--- config.mk ---
export PLATFORM = sky130hd
export DESIGN_NAME = divisor_frecuencia_prog
export DESIGN_NICKNAME = d
export VERILOG_FILES = /design/src/rtl/divisor_frecuencia_prog.sv
export SDC_FILE = /design/constraint.sdc
export NUM_CORES = 1
export LEC_CHECK = 0
export ABC_CLOCK_PERIOD_IN_PS = 4800
export CORE_MARGIN = 2
export CORE_UTILIZATION = 50
export DETAILED_ROUTE_END_ITERATION = 8
export GPL_ROUTABILITY_DRIVEN = 1
export PLACE_DENSITY = 0.74
export SETUP_SLACK_MARGIN = 0.1
export SLEW_MARGIN = 20
export SYNTH_ARGS = -nofsm -noshare
export SYNTH_HDL_FRONTEND = slang
export SYNTH_SLANG_ARGS = --single-unit
--- constraint.sdc ---
create_clock -name clk -period 4.8 [get_ports clk]
set_input_delay 0.96 -clock clk [delete_from_list [all_inputs] [get_ports clk]]
set_output_delay 0.96 -clock clk [all_outputs]
set_load 0.02 [all_outputs]
--- src/rtl/divisor_frecuencia_prog.sv ---
// Programmable clock divider: divide clk by N, glitch-free registered clk_out,
// one-cycle tick per period, divisor changes deferred to a period boundary.
//
// Ports:
//   clk      - system clock, all logic on posedge
//   reset_n  - asynchronous active-low reset
//   en       - count enable, 0 freezes the divider (loads still accepted)
//   div_load - strobe capturing div_val as the pending divisor
//   div_val  - new divisor N (0 stops, 1 ticks every cycle)
//   clk_out  - divided clock, high floor(N/2) of every N enabled cycles
//   tick     - high for the cycle following each terminal count
//   pending  - a loaded divisor is waiting for a period boundary
//   div_cur  - divisor currently in effect
module divisor_frecuencia_prog #(
  parameter int WIDTH       = 8,
  parameter int DEFAULT_DIV = 2
) (
  input  logic             clk,
  input  logic             reset_n,
  input  logic             en,
  input  logic             div_load,
  input  logic [WIDTH-1:0] div_val,
  output logic             clk_out,
  output logic             tick,
  output logic             pending,
  output logic [WIDTH-1:0] div_cur
);

  logic [WIDTH-1:0] r_cnt;
  logic [WIDTH-1:0] r_div;
  logic [WIDTH-1:0] r_pend_val;
  logic             r_pend;
  logic             r_clk;
  logic             r_tick;

  logic             w_run;
  logic             w_term;
  logic             w_bound;
  logic [WIDTH-1:0] w_cnt_nxt;
  logic [WIDTH-1:0] w_div_nxt;
  logic [WIDTH-1:0] w_pval_nxt;
  logic             w_pend_nxt;
  logic             w_clk_nxt;

  assign w_run  = en && (r_div != '0);
  assign w_term = w_run && (r_cnt == r_div - WIDTH'(1));

  // A stopped divider (N=0) has no period to finish, so every enabled
  // edge is a boundary where a new divisor may take over.
  assign w_bound = w_term || (en && (r_div == '0));

  always_comb begin
    w_div_nxt  = r_div;
    w_pend_nxt = r_pend;
    w_pval_nxt = r_pend_val;
    if (w_bound) begin
      w_pend_nxt = 1'b0;
      if (div_load) begin
        w_div_nxt = div_val;
      end else if (r_pend) begin
        w_div_nxt = r_pend_val;
      end
    end else if (div_load) begin
      w_pval_nxt = div_val;
      w_pend_nxt = 1'b1;
    end
  end

  always_comb begin
    w_cnt_nxt = r_cnt;
    if (w_term) begin
      w_cnt_nxt = '0;
    end else if (w_run) begin
      w_cnt_nxt = r_cnt + WIDTH'(1);
    end
  end

  // Decode against the divisor that governs the coming cycle, so the
  // first period after a switch already has the new duty cycle.
  assign w_clk_nxt = (w_cnt_nxt < (w_div_nxt >> 1));

  always_ff @(posedge clk or negedge reset_n) begin
    if (!reset_n) begin
      r_cnt      <= '0;
      r_div      <= WIDTH'(DEFAULT_DIV);
      r_pend_val <= '0;
      r_pend     <= 1'b0;
      r_clk      <= 1'b0;
      r_tick     <= 1'b0;
    end else begin
      r_pend_val <= w_pval_nxt;
      r_pend     <= w_pend_nxt;
      r_tick     <= w_term;
      if (en) begin
        r_cnt <= w_cnt_nxt;
        r_div <= w_div_nxt;
        r_clk <= w_clk_nxt;
      end
    end
  end

  assign clk_out = r_clk;
  assign tick    = r_tick;
  assign pending = r_pend;
  assign div_cur = r_div;

endmodule
==> results of run 1 <==
-- routing by layer --
metal / vias up / track usage / wire (um)
li1: 645 / - / -
met1: 655 / 0.303 / 1820
met2: 48 / 0.335 / 1740
met3: 10 / 0.0342 / 190
met4: 0 / 0.0528 / 57
met5: - / 0 / 0
-- where the power goes --
part	leakage [nW]	internal [W]	switching (W)
clock	0.0177	0.0000313	0.0000677
sequential	0.325	0.000291	0.000100
combinational	0.483	0.000249	0.000305
-- area by class of cell --
class	instances	area [um^2]
clock inverters	1	5.00
flip-flops and latches	27	677
repair buffers	25	243
clock buffers	3	22.5
multi-input cells	120	958
inverters	8	30.0
well taps	46	57.6
fillers	291	1320
-- registers in the layout (all words and copies together) (netlist names) --
signal	flops
r_cnt	8
tick	1
pending	1
r_pend_val	8
clk_out	1
div_cur	8
-- final timing paths --
check                                          start  cells after the start  slack, ns                         to
max reg2reg                   div_cur[1]$_DFFE_PN1P_                     14       1.28        clk_out$_DFFE_PN0P_
max                                               en                     13       1.13        clk_out$_DFFE_PN0P_
min                        r_pend_val[5]$_DFFE_PN0P_                      1       0.52  r_pend_val[5]$_DFFE_PN0P_
max in group asynchronous                    reset_n                      2       3.52     div_cur[1]$_DFFE_PN1P_
min in group asynchronous                    reset_n                      2       0.98       r_cnt[1]$_DFFE_PN0P_
min reg2reg                r_pend_val[5]$_DFFE_PN0P_                      1       0.52  r_pend_val[5]$_DFFE_PN0P_
-- cells by family (layout without fill, tap and decap cells) --
family / after synthesis / count (layout) / synth area share
simple gates: 44 / 44 / 0.136
compound gates: 41 / 41 / 0.213
flops: 27 / 27 / 0.397
xor+xnor: 17 / 17 / 0.0873
buf+inv: 15 / 37 / 0.0411
fa+ha+maj: 9 / 9 / 0.0660
mux: 9 / 9 / 0.0587
-- through the flow --
step                      total power (W)  hold WS [ns]  area [um^2]  setup WS (ns)
after global routing              0.00112         0.543         1990          0.908
after CTS                         0.00104         0.520         1990           1.13
after floorplan                  0.000779         0.465         1710           1.37
final                             0.00104         0.515         1990           1.13
after global placement           0.000915         0.477         1970          0.971
after detailed placement         0.000941         0.487         1970          0.796
-- placed cells by master (no fill, tap or decap), types with 2 or more instances in the layout --
cell	n
o31ai_1	2
o22ai_1	2
nor4_1	2
clkdlybuf4s50_1	22
nand2_1	6
dfrtp_1	26
clkbuf_4	3
nor3_1	4
xnor2_1	9
nand3_1	2
mux2_1	8
ha_1	9
a21oi_1	2
nor2_1	17
xor2_1	8
nor2b_1	3
a21o_1	2
buf_4	3
a22o_1	12
inv_1	8
a211oi_1	2
nand4_1	3
a22oi_1	8
==> impl_metrics.py, run 1 <==
metrics = {
    "global_route": {
        "grt_pass1_vias": 1353,
        "grt_max_degree": 28,
        "grt_usage": 0.211,
        "grt_overflow_total": 0,
        "antenna_found_initial": 0,
        "grt_pass1_wl_um": 6590,
    },
    "final_layout": {
        "fin_util": 0.602,
        "area_growth_pct": 16.9,
        "drive_gt1_frac": 0.0870,
        "antenna_cells": 0,
        "nNetsFinal": 206,
        "fin_cells": 230,
    },
    "timing": {
        "setup_viol": 0,
        "slew_violations": 0,
        "worstMarginPinSlew_ns": 0.512,
        "fin_skew_ns": 0.00195,
        "rsz0062_at_grt": "false",
        "min_period_ns": 3.67,
        "fmax_mhz": 272,
        "finalCritPeriodShare": 0.765,
        "final_hold_viol_count": 0,
        "relSlewSlack": 0.656,
        "setup_tns_ns": 0,
    },
    "synthesis": {
        "ys_top_cells_by_count": "dfrtp_1, nor2_1, a22o_1",
        "synth_flop_cell": "dfrtp_1",
        "synth_nets": 183,
        "yosysUniqueCellTypes": 44,
        "synth.yosys.seq_area_share": 0.397,
        "syn_area_um2": 1710,
        "synth.most_common_cell": "dfrtp_1",
        "synth_top_area_frac": 0.382,
        "ys_seq_elements": 27,
        "synth_warnings": 0,
        "synthTopCellsByArea": "dfrtp_1, ha_1, a22o_1",
        "syn_area_per_cell_um2": 10.5,
        "async_flop_share": 1.00,
        "synth_edf_count": 0,
        "synthCells": 162,
        "synth.largest_area_cell": "dfrtp_1",
    },
    "critical_path": {
        "crit_chain": "clkdlybuf4s50_1, inv_1, nor3_1, o2111ai_2, o31ai_4, nand2_2, a22oi_1, ha_1, a21o_1, a21o_1, a21oi_1, nand3_1, o31ai_1",
        "start_kind": "primary input",
        "worstPathRequired_ns": 5.04,
        "max_stage_delay_ns": 0.48,
        "critPathBufInv": 2,
        "crit_arrival_ns": 3.91,
        "crit_fanout": 14,
        "cp_top_family": "compound AO/OA/AOI/OAI gates",
        "crit_top_cell": "a21o_1",
        "end_kind": "flip-flop",
        "worstSetupPathType": "in2reg",
        "cp_slowest_cell": "clkdlybuf4s50_1",
    },
    "place": {
        "dp_hpwl_um": 2940,
        "gp_congestion": 0.899,
        "dp.cells": 226,
        "io_buffers": 22,
    },
    "drt": {
        "dr.pass1.iters": 4,
        "ant_nets": 0,
        "first_iter_violations": 79,
        "vias": 1358,
        "drc": 0,
        "wl_per_cell_um": 16.5,
        "avgViaCountPerCell": 5.90,
        "drt-total-wl_um": 3810,
    },
    "clocking": {
        "ctsLongestPathBuffers": 2,
        "postCtsHoldBufs": 0,
        "clk-insertion-delay-late_ns": 0.33,
        "clkSinkCount": 27,
        "cts_root_buf": "clkbuf_4",
        "post_cts_resized": 0,
        "cts.reportedPaths.clkPinSlew_ns": 0.14,
        "cts_buffers": 3,
        "cts_setup_buffers": 0,
        "cts_tree": "yes",
        "h-tree-depth": 1,
    },
    "flow_run": {
        "max_cap_viol_count": 0,
    },
    "floorplan": {
        "die_w_um": 62.4,
        "design.core.area_um2": 3310,
        "ios": 23,
        "placementRows": 21,
        "die_h_um": 62.4,
        "initial_utilization": 0.515,
        "dieArea_um2": 3890,
    },
    "pwr": {
        "ir_drop_v": 0.000265,
        "p_leak_nw": 0.826,
        "powerDensity_nw_per_um2": 524,
    },
    "status": {
        "status": "complete, no violations",
    },
    "hold_path": {
        "min_path_type": "reg2reg",
    },
}
Note: power is estimated with default switching activity, not from simulation.
==> run 2: changes to the inputs <==
--- a/config.mk
+++ b/config.mk
@@ -5,12 +5,12 @@
 export SDC_FILE = /design/constraint.sdc
 export NUM_CORES = 1
 export LEC_CHECK = 0
-export ABC_CLOCK_PERIOD_IN_PS = 4800
+export ABC_CLOCK_PERIOD_IN_PS = 3010
 export CORE_MARGIN = 2
-export CORE_UTILIZATION = 50
+export CORE_UTILIZATION = 49
 export DETAILED_ROUTE_END_ITERATION = 8
 export GPL_ROUTABILITY_DRIVEN = 1
-export PLACE_DENSITY = 0.74
+export PLACE_DENSITY = 0.75
 export SETUP_SLACK_MARGIN = 0.1
 export SLEW_MARGIN = 20
 export SYNTH_ARGS = -nofsm -noshare
==> constraint.sdc (replaced) <==
create_clock -name clk -period 3.01 [get_ports clk]
set_input_delay 0.602 -clock clk [delete_from_list [all_inputs] [get_ports clk]]
set_output_delay 0.602 -clock clk [all_outputs]
set_load 0.02 [all_outputs]
==> run 2 against run 1 <==
The flow now finishes with violations (setup timing). Clock power rose by 67%. Setup slack worse by 1.2 ns. Sequential power up 53%. Critical path depth grew 1. Final area is 10% higher. Count of clock-buffer cells in the layout unchanged. Critical endpoint unchanged. Largest cell class unchanged.
==> impl_metrics.py, run 2 (synthesis results as in run 1) <==
metrics = {
    "status": {
        "status": "complete, but fails checks",
        "violations": "setup timing",
    },
    "global_route": {
        "grt_usage": 0.227,
        "grt_pass1_wl_um": 7080,
        "grt_overflow_total": 0,
        "antenna_found_initial": 0,
        "grt_max_degree": 28,
        "grt_pass1_vias": 1503,
    },
    "timing": {
        "slew_violations": 0,
        "fmax_mhz": 329,
        "finalHoldWorstSlack_ns": 0.512,
        "rsz0062_at_grt": "true",
        "fin_skew_ns": 0.0151,
        "min_period_ns": 3.04,
        "setup_viol": 1,
        "worstMarginPinSlew_ns": 0.482,
        "setup_ws_ns": -0.0336,
        "final_hold_viol_count": 0,
        "finalCritPeriodShare": 1.01,
        "relSlewSlack": 0.678,
    },
    "clocking": {
        "cts.reportedPaths.clkPinSlew_ns": 0.16,
        "ctsLongestPathBuffers": 2,
        "clkSinkCount": 27,
        "cts_buffers": 3,
        "h-tree-depth": 1,
        "cts_tree": "yes",
        "postCtsHoldBufs": 0,
        "cts_root_buf": "clkbuf_4",
        "clk-insertion-delay-late_ns": 0.34,
    },
    "place": {
        "dp.cells": 248,
        "gp_congestion": 0.919,
        "dp_hpwl_um": 3230,
        "place_area_um2": 2150,
        "io_buffers": 22,
    },
    "critical_path": {
        "end_kind": "flip-flop",
        "start_kind": "flip-flop",
        "crit_top_cell": "a21o_1",
        "rrSetupSlack_ns": -0.03,
        "cp_slowest_cell": "dfstp_2",
        "cp_top_family": "compound AO/OA/AOI/OAI gates",
        "critPathBufInv": 2,
        "crit_fanout": 7,
        "worstPathRequired_ns": 3.28,
        "worstSetupPathType": "reg2reg",
        "max_stage_delay_ns": 0.57,
        "crit_chain": "inv_2, ha_4, nor3b_2, xnor2_1, o2111ai_2, nor3_1, buf_4, nor2_1, ha_1, a21o_1, a21o_1, a21oi_1, nand3_1, o31ai_1",
        "crit_arrival_ns": 3.31,
    },
    "drt": {
        "dr.pass1.iters": 4,
        "avgViaCountPerCell": 5.71,
        "drt-total-wl_um": 4150,
        "highest_layer": "met4",
        "wl_met1_um": 1890,
        "ant_nets": 0,
        "wl_per_cell_um": 16.4,
        "first_iter_violations": 74,
        "dr_wl_met3_um": 149,
        "vias": 1445,
        "drc": 0,
        "met2_wirelength_um": 2070,
    },
    "final_layout": {
        "fin_cells": 253,
        "area_growth_pct": 28.9,
        "mostFrequentLayoutCells": "dfrtp_1, buf_4, clkdlybuf4s50_1",
        "antenna_cells": 0,
        "nNetsFinal": 229,
        "fin_area_um2": 2200,
        "drive_gt1_frac": 0.217,
    },
    "pwr": {
        "intPower_w": 0.00100,
        "switchingPower_w": 0.000799,
        "powerDensity_nw_per_um2": 819,
        "pwr-share-seq": 0.332,
        "ir_drop_v": 0.000368,
        "comb_power_share": 0.577,
        "switching_share": 0.444,
        "p_clk_frac": 0.091,
        "p_leak_nw": 0.937,
    },
    "floorplan": {
        "placementRows": 21,
        "initial_utilization": 0.511,
        "design.core.area_um2": 3340,
        "dieArea_um2": 3970,
        "die_h_um": 63.0,
        "die_w_um": 63.0,
        "ios": 23,
    },
    "flow_run": {
        "max_cap_viol_count": 0,
    },
    "hold_path": {
        "min_path_type": "reg2reg",
    },
}
[run 2: final cells by class]
| type | count | area (um^2) |
|---|---|---|
| inverters | 8 | 30.0 |
| clock inverters | 1 | 7.51 |
| well taps | 46 | 57.6 |
| fillers | 287 | 1140 |
| multi-input cells | 120 | 988 |
| repair buffers | 48 | 415 |
| flip-flops and latches | 27 | 677 |
| clock buffers | 3 | 22.5 |
[run 2: timing repair]
item | 4_1_cts | 5_1_grt
pin swaps | 2 | 0
buffers inserted | 1 | 0
cloned | 0 | 0
resized for setup | 0 | 2
endpoints found under the setup margin | 1 | 9
[run 2: power by group through the flow]
stage               Clock (W)  Sequential [W]  Combinational, W
floorplan                   0        0.000617          0.000636
global placement            0        0.000600          0.000967
detailed placement          0        0.000603           0.00100
CTS                  0.000168        0.000596           0.00102
global route         0.000182        0.000613           0.00114
finish               0.000165        0.000597           0.00104
[run 2: path summary, 6_finish.rpt]
check	cells after the start	from	endpoint
setup / recovery	14	div_cur[1]$_DFFE_PN1P_	clk_out$_DFFE_PN0P_
min in group asynchronous	2	reset_n	r_pend_val[7]$_DFFE_PN0P_
setup reg to reg	14	div_cur[1]$_DFFE_PN1P_	clk_out$_DFFE_PN0P_
hold / removal	1	r_pend_val[5]$_DFFE_PN0P_	r_pend_val[5]$_DFFE_PN0P_
max in group asynchronous	2	reset_n	div_cur[1]$_DFFE_PN1P_
hold reg to reg	1	r_pend_val[5]$_DFFE_PN0P_	r_pend_val[5]$_DFFE_PN0P_
[run 2: metal layers]
metal  vias up  global-route usage
li1        689                   -
met5         -                   0
met3         5              0.0288
met4         0              0.0528
met2        38               0.387
met1       713               0.308
[run 2: through the flow]
stage	worst slack [ns]	util	power, W	setup TNS, ns
detailed placement	-0.286	0.645	0.00161	-0.400
floorplan	-0.216	-	0.00125	-0.216
finish	-0.0336	0.659	0.00180	-0.0336
CTS	-0.0464	0.657	0.00179	-0.0464
global route	-0.258	0.659	0.00193	-0.258
global placement	-0.155	0.645	0.00157	-0.155
==> run 3: changes to the inputs <==
--- a/config.mk
+++ b/config.mk
@@ -10,7 +10,7 @@
 export CORE_UTILIZATION = 49
 export DETAILED_ROUTE_END_ITERATION = 8
 export GPL_ROUTABILITY_DRIVEN = 1
-export PLACE_DENSITY = 0.75
+export PLACE_DENSITY_LB_ADDON = 0.15
 export SETUP_SLACK_MARGIN = 0.1
 export SLEW_MARGIN = 20
 export SYNTH_ARGS = -nofsm -noshare
==> run 3 against run 2 <==
Via count decreased by 0.28%. Combinational power barely moved. Critical path type unchanged. Final area up 0.68%. Sequential cell count is the same. Die area stayed put. Count of clock-buffer cells in the layout did not move. Hold slack better by 0.0035 ns. The run still ends with setup timing left. Fmax up 0.80%. Critical path depth unchanged. Register-to-register slack better by 0.02 ns.
==> impl_metrics.py, run 3 (synthesis results as in run 1) <==
metrics = {
    "status": {
        "status": "complete, but fails checks",
        "violations": "setup timing",
    },
    "timing": {
        "setup_ws_ns": -0.00957,
        "slew_violations": 0,
        "worstMarginPinSlew_ns": 0.606,
        "fmax_mhz": 331,
        "rsz0062_at_grt": "true",
        "min_period_ns": 3.02,
        "setup_viol": 1,
        "setup_tns_ns": -0.00957,
        "fin_skew_ns": 0.0116,
        "finalHoldWorstSlack_ns": 0.516,
        "relSlewSlack": 0.595,
        "final_hold_viol_count": 0,
        "finalCritPeriodShare": 1.00,
    },
    "drt": {
        "first_iter_violations": 57,
        "drc": 0,
        "avgViaCountPerCell": 5.74,
        "vias": 1441,
        "wl_per_cell_um": 16.4,
        "dr.pass1.iters": 4,
        "drt-total-wl_um": 4110,
        "ant_nets": 0,
    },
    "global_route": {
        "grt_overflow_total": 0,
        "grt_max_degree": 17,
        "use_met3": 0.0360,
        "busiest_layer": "met2",
        "grt_usage": 0.221,
        "grt_pass1_wl_um": 6980,
        "met2_usage": 0.358,
        "use_met1": 0.308,
        "grt_pass1_vias": 1481,
        "antenna_found_initial": 0,
    },
    "critical_path": {
        "worstPathRequired_ns": 3.27,
        "r2r_end": "clk_out$_DFFE_PN0P_",
        "crit_arrival_ns": 3.28,
        "start_kind": "flip-flop",
        "reg2reg_depth": 14,
        "worstSetupPathType": "reg2reg",
        "rrSetupSlack_ns": -0.01,
        "end_kind": "flip-flop",
        "crit_fanout": 5,
        "r2r-start": "div_cur[1]$_DFFE_PN1P_",
    },
    "hold_path": {
        "hold_end": "r_pend_val[4]$_DFFE_PN0P_",
        "min_from": "r_pend_val[4]$_DFFE_PN0P_",
        "hold_depth": 1,
        "min_path_type": "reg2reg",
    },
    "pwr": {
        "p_leak_nw": 0.927,
        "ir_drop_v": 0.000466,
        "powerDensity_nw_per_um2": 816,
    },
    "place": {
        "dp.cells": 246,
        "io_buffers": 22,
        "gp_congestion": 0.947,
        "dp_hpwl_um": 3280,
    },
    "floorplan": {
        "design.core.area_um2": 3340,
        "die_h_um": 63.0,
        "die_w_um": 63.0,
        "placementRows": 21,
        "initial_utilization": 0.511,
        "ios": 23,
        "dieArea_um2": 3970,
    },
    "clocking": {
        "h-tree-depth": 1,
        "ctsLongestPathBuffers": 2,
        "cts_buffers": 3,
        "cts_root_buf": "clkbuf_4",
        "clk-insertion-delay-late_ns": 0.33,
        "postCtsHoldBufs": 0,
        "clkSinkCount": 27,
        "cts_tree": "yes",
        "cts.reportedPaths.clkPinSlew_ns": 0.16,
    },
    "final_layout": {
        "area_growth_pct": 29.8,
        "mostFrequentLayoutCells": "dfrtp_1, buf_4, clkdlybuf4s50_1",
        "fillCellCount": 285,
        "antenna_cells": 0,
        "mostFrequentLayoutCell": "dfrtp_1",
        "fin_cells": 251,
        "drive_gt1_frac": 0.224,
        "nNetsFinal": 227,
    },
    "flow_run": {
        "max_cap_viol_count": 0,
    },
}
run 3: timing repair:
action                                 in CTS  in global routing
pin swaps                                   1                  2
resized for setup                           2                  6
buffers inserted                            0                  1
endpoints found under the hold margin       0                  0
setup endpoints to repair                   1                  9
run 3: area by class of cell:
cell class / instances / area [um^2] / share of cell area
Sequential cell: 27 / 678 / 0.306
Tap cell: 46 / 57.6 / 0.0260
Multi-Input combinational cell: 120 / 1010 / 0.458
Inverter: 8 / 32.5 / 0.0147
Clock inverter: 1 / 7.51 / 0.00339
Clock buffer: 3 / 22.5 / 0.0102
Timing Repair Buffer: 46 / 400 / 0.181
run 3: how the worst max path moves through the flow:
stage	from	end	slack, ns	depth (start not counted)
floorplan	div_cur[1]$_DFFE_PN1P_	clk_out$_DFFE_PN0P_	-0.22	15
global placement	en	clk_out$_DFFE_PN0P_	-0.13	13
detailed placement	en	clk_out$_DFFE_PN0P_	-0.22	13
CTS	div_cur[0]$_DFFE_PN0P_	clk_out$_DFFE_PN0P_	-0.07	15
global route	div_cur[1]$_DFFE_PN1P_	clk_out$_DFFE_PN0P_	-0.25	14
finish	div_cur[1]$_DFFE_PN1P_	clk_out$_DFFE_PN0P_	-0.01	14
run 3: worst max-delay path, cell delays in order, from the launching register on:
cell and delay [ns]:
dfstp_2 0.59, inv_4 0.05, ha_4 0.23, xnor2_1 0.11
nor3_1 0.16, o2111ai_2 0.18, o31ai_4 0.24, nand2_2 0.13
a22oi_2 0.19, ha_1 0.27, a21o_1 0.16, a21o_1 0.15
a21oi_2 0.11, nand3_1 0.09, o31ai_2 0.27
run 3: stage by stage:
step	utilization	total power, W	setup slack [ns]	area, um^2
after detailed placement	0.641	0.00158	-0.217	2140
final	0.663	0.00181	-0.00957	2210
after global routing	0.663	0.00194	-0.250	2210
after CTS	0.654	0.00177	-0.0734	2180
after global placement	0.641	0.00154	-0.127	2140
after floorplan	-	0.00125	-0.216	1730
run 3: layer usage:
layer / wire, um / vias up
li1: - / 684
met1: 1910 / 717
met2: 1960 / 32
met3: 190 / 8
met4: 52 / 0
met5: 0 / -
run 3: power breakdown:
part | switching, W | internal (W) | leakage, nW
Sequential | 0.000147 | 0.000465 | 0.324
Combinational | 0.000543 | 0.000488 | 0.589
Clock | 0.000112 | 0.0000509 | 0.0139
